## src/rtl/multicycle_ctrl_pkg.sv

```systemverilog
// Shared definitions for the multicycle RV32I controller: state encoding,
// opcodes, ALU control codes, datapath select codes and the immediate-format decode.
package multicycle_ctrl_pkg;

  typedef enum logic [3:0] {
    S_FETCH    = 4'd0,
    S_DECODE   = 4'd1,
    S_MEMADR   = 4'd2,
    S_MEMREAD  = 4'd3,
    S_MEMWB    = 4'd4,
    S_MEMWRITE = 4'd5,
    S_EXECR    = 4'd6,
    S_EXECI    = 4'd7,
    S_ALUWB    = 4'd8,
    S_BEQ      = 4'd9,
    S_JAL      = 4'd10,
    S_HALT     = 4'd11
  } state_t;

  localparam logic [6:0] OP_LOAD  = 7'b0000011;
  localparam logic [6:0] OP_STORE = 7'b0100011;
  localparam logic [6:0] OP_RTYPE = 7'b0110011;
  localparam logic [6:0] OP_ITYPE = 7'b0010011;
  localparam logic [6:0] OP_BEQ   = 7'b1100011;
  localparam logic [6:0] OP_JAL   = 7'b1101111;

  // 3'b100 (eq) belongs to the ALU encoding but is never requested by this controller.
  localparam logic [2:0] ALU_ADD = 3'b000;
  localparam logic [2:0] ALU_SUB = 3'b001;
  localparam logic [2:0] ALU_AND = 3'b010;
  localparam logic [2:0] ALU_OR  = 3'b011;
  localparam logic [2:0] ALU_SLT = 3'b101;

  localparam logic [1:0] ALUOP_ADD   = 2'b00;
  localparam logic [1:0] ALUOP_SUB   = 2'b01;
  localparam logic [1:0] ALUOP_FUNCT = 2'b10;

  localparam logic [1:0] RES_ALUOUT    = 2'b00;
  localparam logic [1:0] RES_DATA      = 2'b01;
  localparam logic [1:0] RES_ALURESULT = 2'b10;

  localparam logic [1:0] SRCA_PC    = 2'b00;
  localparam logic [1:0] SRCA_OLDPC = 2'b01;
  localparam logic [1:0] SRCA_RS1   = 2'b10;

  localparam logic [1:0] SRCB_RS2  = 2'b00;
  localparam logic [1:0] SRCB_IMM  = 2'b01;
  localparam logic [1:0] SRCB_FOUR = 2'b10;

  localparam logic [1:0] IMM_I = 2'b00;
  localparam logic [1:0] IMM_S = 2'b01;
  localparam logic [1:0] IMM_B = 2'b10;
  localparam logic [1:0] IMM_J = 2'b11;

  function automatic logic [1:0] imm_src(input logic [6:0] op);
    logic [1:0] sel;
    case (op)
      OP_STORE: sel = IMM_S;
      OP_BEQ:   sel = IMM_B;
      OP_JAL:   sel = IMM_J;
      default:  sel = IMM_I;
    endcase
    return sel;
  endfunction

endpackage

```

## src/rtl/multicycle_ctrl_alu_decoder.sv

```systemverilog
// ALU decoder: maps the controller's ALUOp plus instruction funct fields onto ALUControl.
module alu_decoder
  import multicycle_ctrl_pkg::*;
(
  input  logic [1:0] alu_op,
  input  logic [2:0] funct3,
  input  logic       funct7b5,
  input  logic       op5,
  output logic [2:0] alu_control
);

  // funct decode; op5 separates R-type sub from I-type addi, which has no sub form
  always_comb begin
    alu_control = ALU_ADD;
    case (alu_op)
      ALUOP_ADD: alu_control = ALU_ADD;
      ALUOP_SUB: alu_control = ALU_SUB;
      ALUOP_FUNCT: begin
        case (funct3)
          3'b000: begin
            if (op5 && funct7b5) alu_control = ALU_SUB;
            else                 alu_control = ALU_ADD;
          end
          3'b010:  alu_control = ALU_SLT;
          3'b110:  alu_control = ALU_OR;
          3'b111:  alu_control = ALU_AND;
          default: alu_control = ALU_ADD;
        endcase
      end
      default: alu_control = ALU_ADD;
    endcase
  end

endmodule

```

## src/rtl/multicycle_ctrl.sv

```systemverilog
// Main control FSM of the multicycle RV32I datapath: sequences fetch/decode/execute/
// memory/writeback and drives the datapath selects and write enables (Moore, from state).
module multicycle_ctrl
  import multicycle_ctrl_pkg::*;
#(
  parameter bit HALT_ON_ILLEGAL = 1'b1
) (
  input  logic       clk,
  input  logic       reset,
  input  logic [6:0] op,
  input  logic [2:0] funct3,
  input  logic       funct7b5,
  input  logic       zero,
  output logic       PCWrite,
  output logic       AdrSrc,
  output logic       MemWrite,
  output logic       IRWrite,
  output logic       RegWrite,
  output logic [1:0] ResultSrc,
  output logic [1:0] ALUSrcA,
  output logic [1:0] ALUSrcB,
  output logic [1:0] ImmSrc,
  output logic [2:0] ALUControl,
  output logic       illegal
);

  state_t     state_r;
  state_t     state_nxt_s;
  logic       pc_update_s;
  logic       branch_s;
  logic       adr_src_s;
  logic       mem_write_s;
  logic       ir_write_s;
  logic       reg_write_s;
  logic       halt_s;
  logic [1:0] result_src_s;
  logic [1:0] src_a_s;
  logic [1:0] src_b_s;
  logic [1:0] alu_op_s;

  // State register
  always_ff @(posedge clk) begin
    if (reset) state_r <= S_FETCH;
    else       state_r <= state_nxt_s;
  end

  // Next-state logic; any encoding outside the defined states recovers to FETCH
  always_comb begin
    state_nxt_s = S_FETCH;
    case (state_r)
      S_FETCH: state_nxt_s = S_DECODE;
      S_DECODE: begin
        case (op)
          OP_LOAD, OP_STORE: state_nxt_s = S_MEMADR;
          OP_RTYPE:          state_nxt_s = S_EXECR;
          OP_ITYPE:          state_nxt_s = S_EXECI;
          OP_BEQ:            state_nxt_s = S_BEQ;
          OP_JAL:            state_nxt_s = S_JAL;
          default: begin
            if (HALT_ON_ILLEGAL) state_nxt_s = S_HALT;
            else                 state_nxt_s = S_FETCH;
          end
        endcase
      end
      S_MEMADR: begin
        if (op[5]) state_nxt_s = S_MEMWRITE;
        else       state_nxt_s = S_MEMREAD;
      end
      S_MEMREAD:  state_nxt_s = S_MEMWB;
      S_MEMWB:    state_nxt_s = S_FETCH;
      S_MEMWRITE: state_nxt_s = S_FETCH;
      S_EXECR:    state_nxt_s = S_ALUWB;
      S_EXECI:    state_nxt_s = S_ALUWB;
      S_ALUWB:    state_nxt_s = S_FETCH;
      S_BEQ:      state_nxt_s = S_FETCH;
      S_JAL:      state_nxt_s = S_ALUWB;
      S_HALT:     state_nxt_s = S_HALT;
      default:    state_nxt_s = S_FETCH;
    endcase
  end

  // Moore output decode from the current state
  always_comb begin
    pc_update_s  = 1'b0;
    branch_s     = 1'b0;
    adr_src_s    = 1'b0;
    mem_write_s  = 1'b0;
    ir_write_s   = 1'b0;
    reg_write_s  = 1'b0;
    halt_s       = 1'b0;
    result_src_s = RES_ALUOUT;
    src_a_s      = SRCA_PC;
    src_b_s      = SRCB_RS2;
    alu_op_s     = ALUOP_ADD;
    case (state_r)
      S_FETCH: begin
        ir_write_s   = 1'b1;
        pc_update_s  = 1'b1;
        src_b_s      = SRCB_FOUR;
        result_src_s = RES_ALURESULT;
      end
      S_DECODE: begin
        src_a_s = SRCA_OLDPC;
        src_b_s = SRCB_IMM;
      end
      S_MEMADR: begin
        src_a_s = SRCA_RS1;
        src_b_s = SRCB_IMM;
      end
      S_MEMREAD: adr_src_s = 1'b1;
      S_MEMWB: begin
        result_src_s = RES_DATA;
        reg_write_s  = 1'b1;
      end
      S_MEMWRITE: begin
        adr_src_s   = 1'b1;
        mem_write_s = 1'b1;
      end
      S_EXECR: begin
        src_a_s  = SRCA_RS1;
        alu_op_s = ALUOP_FUNCT;
      end
      S_EXECI: begin
        src_a_s  = SRCA_RS1;
        src_b_s  = SRCB_IMM;
        alu_op_s = ALUOP_FUNCT;
      end
      S_ALUWB: reg_write_s = 1'b1;
      S_BEQ: begin
        src_a_s  = SRCA_RS1;
        alu_op_s = ALUOP_SUB;
        branch_s = 1'b1;
      end
      S_JAL: begin
        src_a_s     = SRCA_OLDPC;
        src_b_s     = SRCB_FOUR;
        pc_update_s = 1'b1;
      end
      S_HALT:  halt_s = 1'b1;
      default: halt_s = 1'b0;
    endcase
  end

  alu_decoder u_alu_decoder (
    .alu_op      (alu_op_s),
    .funct3      (funct3),
    .funct7b5    (funct7b5),
    .op5         (op[5]),
    .alu_control (ALUControl)
  );

  // Enables are masked by reset so an instruction aborted by reset never writes
  assign PCWrite   = ~reset & (pc_update_s | (branch_s & zero));
  assign IRWrite   = ~reset & ir_write_s;
  assign RegWrite  = ~reset & reg_write_s;
  assign MemWrite  = ~reset & mem_write_s;
  assign illegal   = ~reset & halt_s;
  assign AdrSrc    = adr_src_s;
  assign ResultSrc = result_src_s;
  assign ALUSrcA   = src_a_s;
  assign ALUSrcB   = src_b_s;
  assign ImmSrc    = imm_src(op);

endmodule

```

## config.mk

```make
export PLATFORM = sky130hd
export DESIGN_NAME = multicycle_ctrl
export DESIGN_NICKNAME = d
export VERILOG_FILES = /design/src/rtl/multicycle_ctrl_pkg.sv /design/src/rtl/multicycle_ctrl_alu_decoder.sv /design/src/rtl/multicycle_ctrl.sv
export SDC_FILE = /design/constraint.sdc
export NUM_CORES = 1
export LEC_CHECK = 0
export BUFFER_PORTS_ARGS = -buffer_cell sky130_fd_sc_hd__buf_2
export CORE_AREA = 2 2 39 41
export CTS_BUF_LIST = sky130_fd_sc_hd__clkbuf_4
export DETAILED_ROUTE_END_ITERATION = 8
export DIE_AREA = 0 0 41 43
export PLACE_DENSITY = 0.83
export SLEW_MARGIN = 20
export SYNTH_ARGS = -nofsm -noshare
export SYNTH_HDL_FRONTEND = slang
export SYNTH_SLANG_ARGS = --single-unit
```

## constraint.sdc

```tcl
create_clock -name clk -period 1.6 [get_ports clk]
set_input_delay 0.16 -clock clk [delete_from_list [all_inputs] [get_ports clk]]
set_output_delay 0.16 -clock clk [all_outputs]
set_load 0.02 [all_outputs]
```

==> flow_summary.ini <==
[min_path]
hold_path.class = in2reg

[finish]
diodes = 0
syn2layout_area_growth_pct = 65.24
layout-drive-gt1-share_pct = 53.45
largest_register_ffs = 4
nNetsFinal = 134
reg_top3 = state_r (4)
fill_cells = 110
largest_register = state_r
layoutNonFillerInstCount = 132
fin_area_um2 = 915.9

[worst_setup_path]
rr_worst_depth = 4
start_kind = flip-flop
endpoint_kind = output port
critPathMaxFanout = 4
r2r_slack_ps = 170
cp.required_ps = 1440
crit_start = state_r[1]
critPathKind = reg2out
rr_endpoint = state_r[0]
r2r-start = state_r[2]
cp-endpoint = ALUControl[0]
critical_path_arrival_ps = 1580

[logic_synthesis]
ys_warn_count = 0
syn_area_um2 = 554.3
yosys-top-cells-area = dfxtp_1, a21oi_1, nor2b_1
synth_nets = 97
synth-edff-count = 0
synth_async_sr_flop_share_pct = 0
synth_top_area_share_pct = 14.45
yosysSeqAreaShare_pct = 14.45
synth_cell_types = 32
synthFlopType = dfxtp_1
post_synth_inst_count = 81
syn_avg_cell_area_um2 = 6.843
synth_most_common_cell = a21oi_1
netlist_top_cells_count = a21oi_1, nand2_1
synth.ff_latch_count = 4
synth_top_area_cell = dfxtp_1

[grt]
grt_usage_pct = 20.30
grt_pass1_vias = 621
antenna_found_initial = 0
grt_max_degree = 19
overflow = 0
grt_pass1_wl_mm = 2.421

[routing]
first_pass_iters = 4
postRouteAntennaNets = 0
drt_iter0_drc = 25
drc_errors = 0
routed_wl_mm = 1.702
wire_per_inst_um = 12.89
viasPerCell = 5.333
vias = 704

[sta]
rsz0062_at_grt = true
period_minus_slack_ps = 1738
tightest_slew_ps = 313.9
clock_skew_ps = 9.106
setup_ws_ps = -137.8
setup_viol = 4
hold_viol_final = 0
fmax_mhz = 575.4
fin_tns_setup_ps = -296.6
finalMaxSlewViolations = 0
timing.slew.headroom_pct = 78.78
post-route-period-util_pct = 108.6

[power_and_ir_drop]
p_seq_share_pct = 12.3
pwr-share-comb_pct = 78.2
p_sw_w = 0.0006740
peakVddDrop_v = 0.0007345
power_density_nw_per_um2 = 1527
clock_power_share_pct = 9.5
internal_power_w = 0.0007249
p_sw_share_pct = 48.18
p_total_w = 0.001399
leakage_nw = 0.4016

[cts]
cts_buffer_depth = 2
cts_hold_buffers = 0
tritoncts = done
cts_made_buffers = 3
clk_latency_ps = 240
cts.clk_slew.worst_paths_ps = 50
clock_sink_count = 4
ctsHtreeMaxLevel = 1
cts_root_buf = clkbuf_4

[floorplanning]
io_pins = 31
die-width_um = 41
die_h_um = 43
dieArea_um2 = 1763
initial_core_util_pct = 40.05
rows = 14
core_um2 = 1384

[place]
dp_cells = 124
place_ws_ps = 15.14
dp_hpwl_mm = 1.053
place.gp.congestion = 0.7983
port_buffers = 30
placed_cell_area_um2 = 740.7

[status]
status = finished, violations left
violations = negative setup slack

[job]
max-cap-violations = 0
==> cells in the final DEF, fill, tap and decap left out, types with 2 or more instances in the layout <==
cell type	count
o21ai_1	3
nor3b_1	3
a21oi_2	2
buf_6	7
xnor2_1	2
nor2_1	5
buf_2	24
and3_1	2
or3_4	3
xor2_1	3
a21oi_1	5
buf_4	7
clkbuf_4	3
dfxtp_2	3
nor2b_1	4
inv_2	3
nor3_1	4
nor4_1	2
nand2_1	6
nand2b_1	3
ha_4	2
==> worst max-delay path, stage by stage, from the launching register on <==
cell and delay [ps]:
dfxtp_2 340, and4bb_2 280, inv_2 90, ha_4 130, nor2b_4 130, o21ai_2 60, a21oi_2 160, buf_6 140
==> power by group through the flow <==
stage / clock (W) / sequential [W] / combinational [W]
CTS: 0.000132 / 0.000167 / 0.000959
detailed placement: 0 / 0.000161 / 0.000881
finish: 0.000133 / 0.000172 / 0.00109
global placement: 0 / 0.000161 / 0.000862
floorplan: 0 / 0.000146 / 0.000665
global route: 0.000137 / 0.000177 / 0.00119
==> logic make-up (layout without fill, tap and decap cells) <==
family | after synthesis | count (layout) | share of synthesized area (%)
and+or+nand+nor | 43 | 43 | 46.27
AOI/OAI and AO/OA | 16 | 16 | 18.28
buffers and inverters | 11 | 46 | 8.577
xor gates and xnor gates | 5 | 5 | 7.902
DFF | 4 | 4 | 14.45
adders and majority gates | 2 | 2 | 4.514
==> cell type report <==
type                       count  area (um2)  share of cell area (%)
inverter                       4       15.01                   1.639
tap                           16       20.02                   2.186
timing repair buffer          39       271.5                   29.64
clock buffer                   3       22.52                   2.459
sequential                     4       83.83                   9.153
multi-input combinational     66       503.0                   54.92
==> worst min path at each step <==
stage               cells after the start    endpoint  start
floorplan                               1  state_r[3]  reset
global placement                        2  state_r[3]  reset
detailed placement                      2  state_r[3]  reset
CTS                                     2  state_r[3]  reset
global route                            2  state_r[3]  reset
finish                                  2  state_r[3]  reset
==> metal layers <==
metal  GRT usage [%]  vias up  share of wire (%)
met1           19.35      317                 38
met5               0        -                  0
met3           1.571        0                4.5
met4           12.00        0                  0
li1                -      361                  -
met2           37.81       26                 58
==> stage by stage <==
stage	hold WS (ps)	util, %
global route	219.5	66.18
global placement	422.2	53.53
CTS	170.0	61.48
finish	191.4	66.18
detailed placement	418.6	53.53
floorplan	238.7	-
==> what timing repair did <==
action,in CTS,in global routing
buffers inserted,2,3
gates resized for setup,16,12
setup endpoints to repair,6,8
pin swaps,5,3
Power figures use the tool's default switching activity.
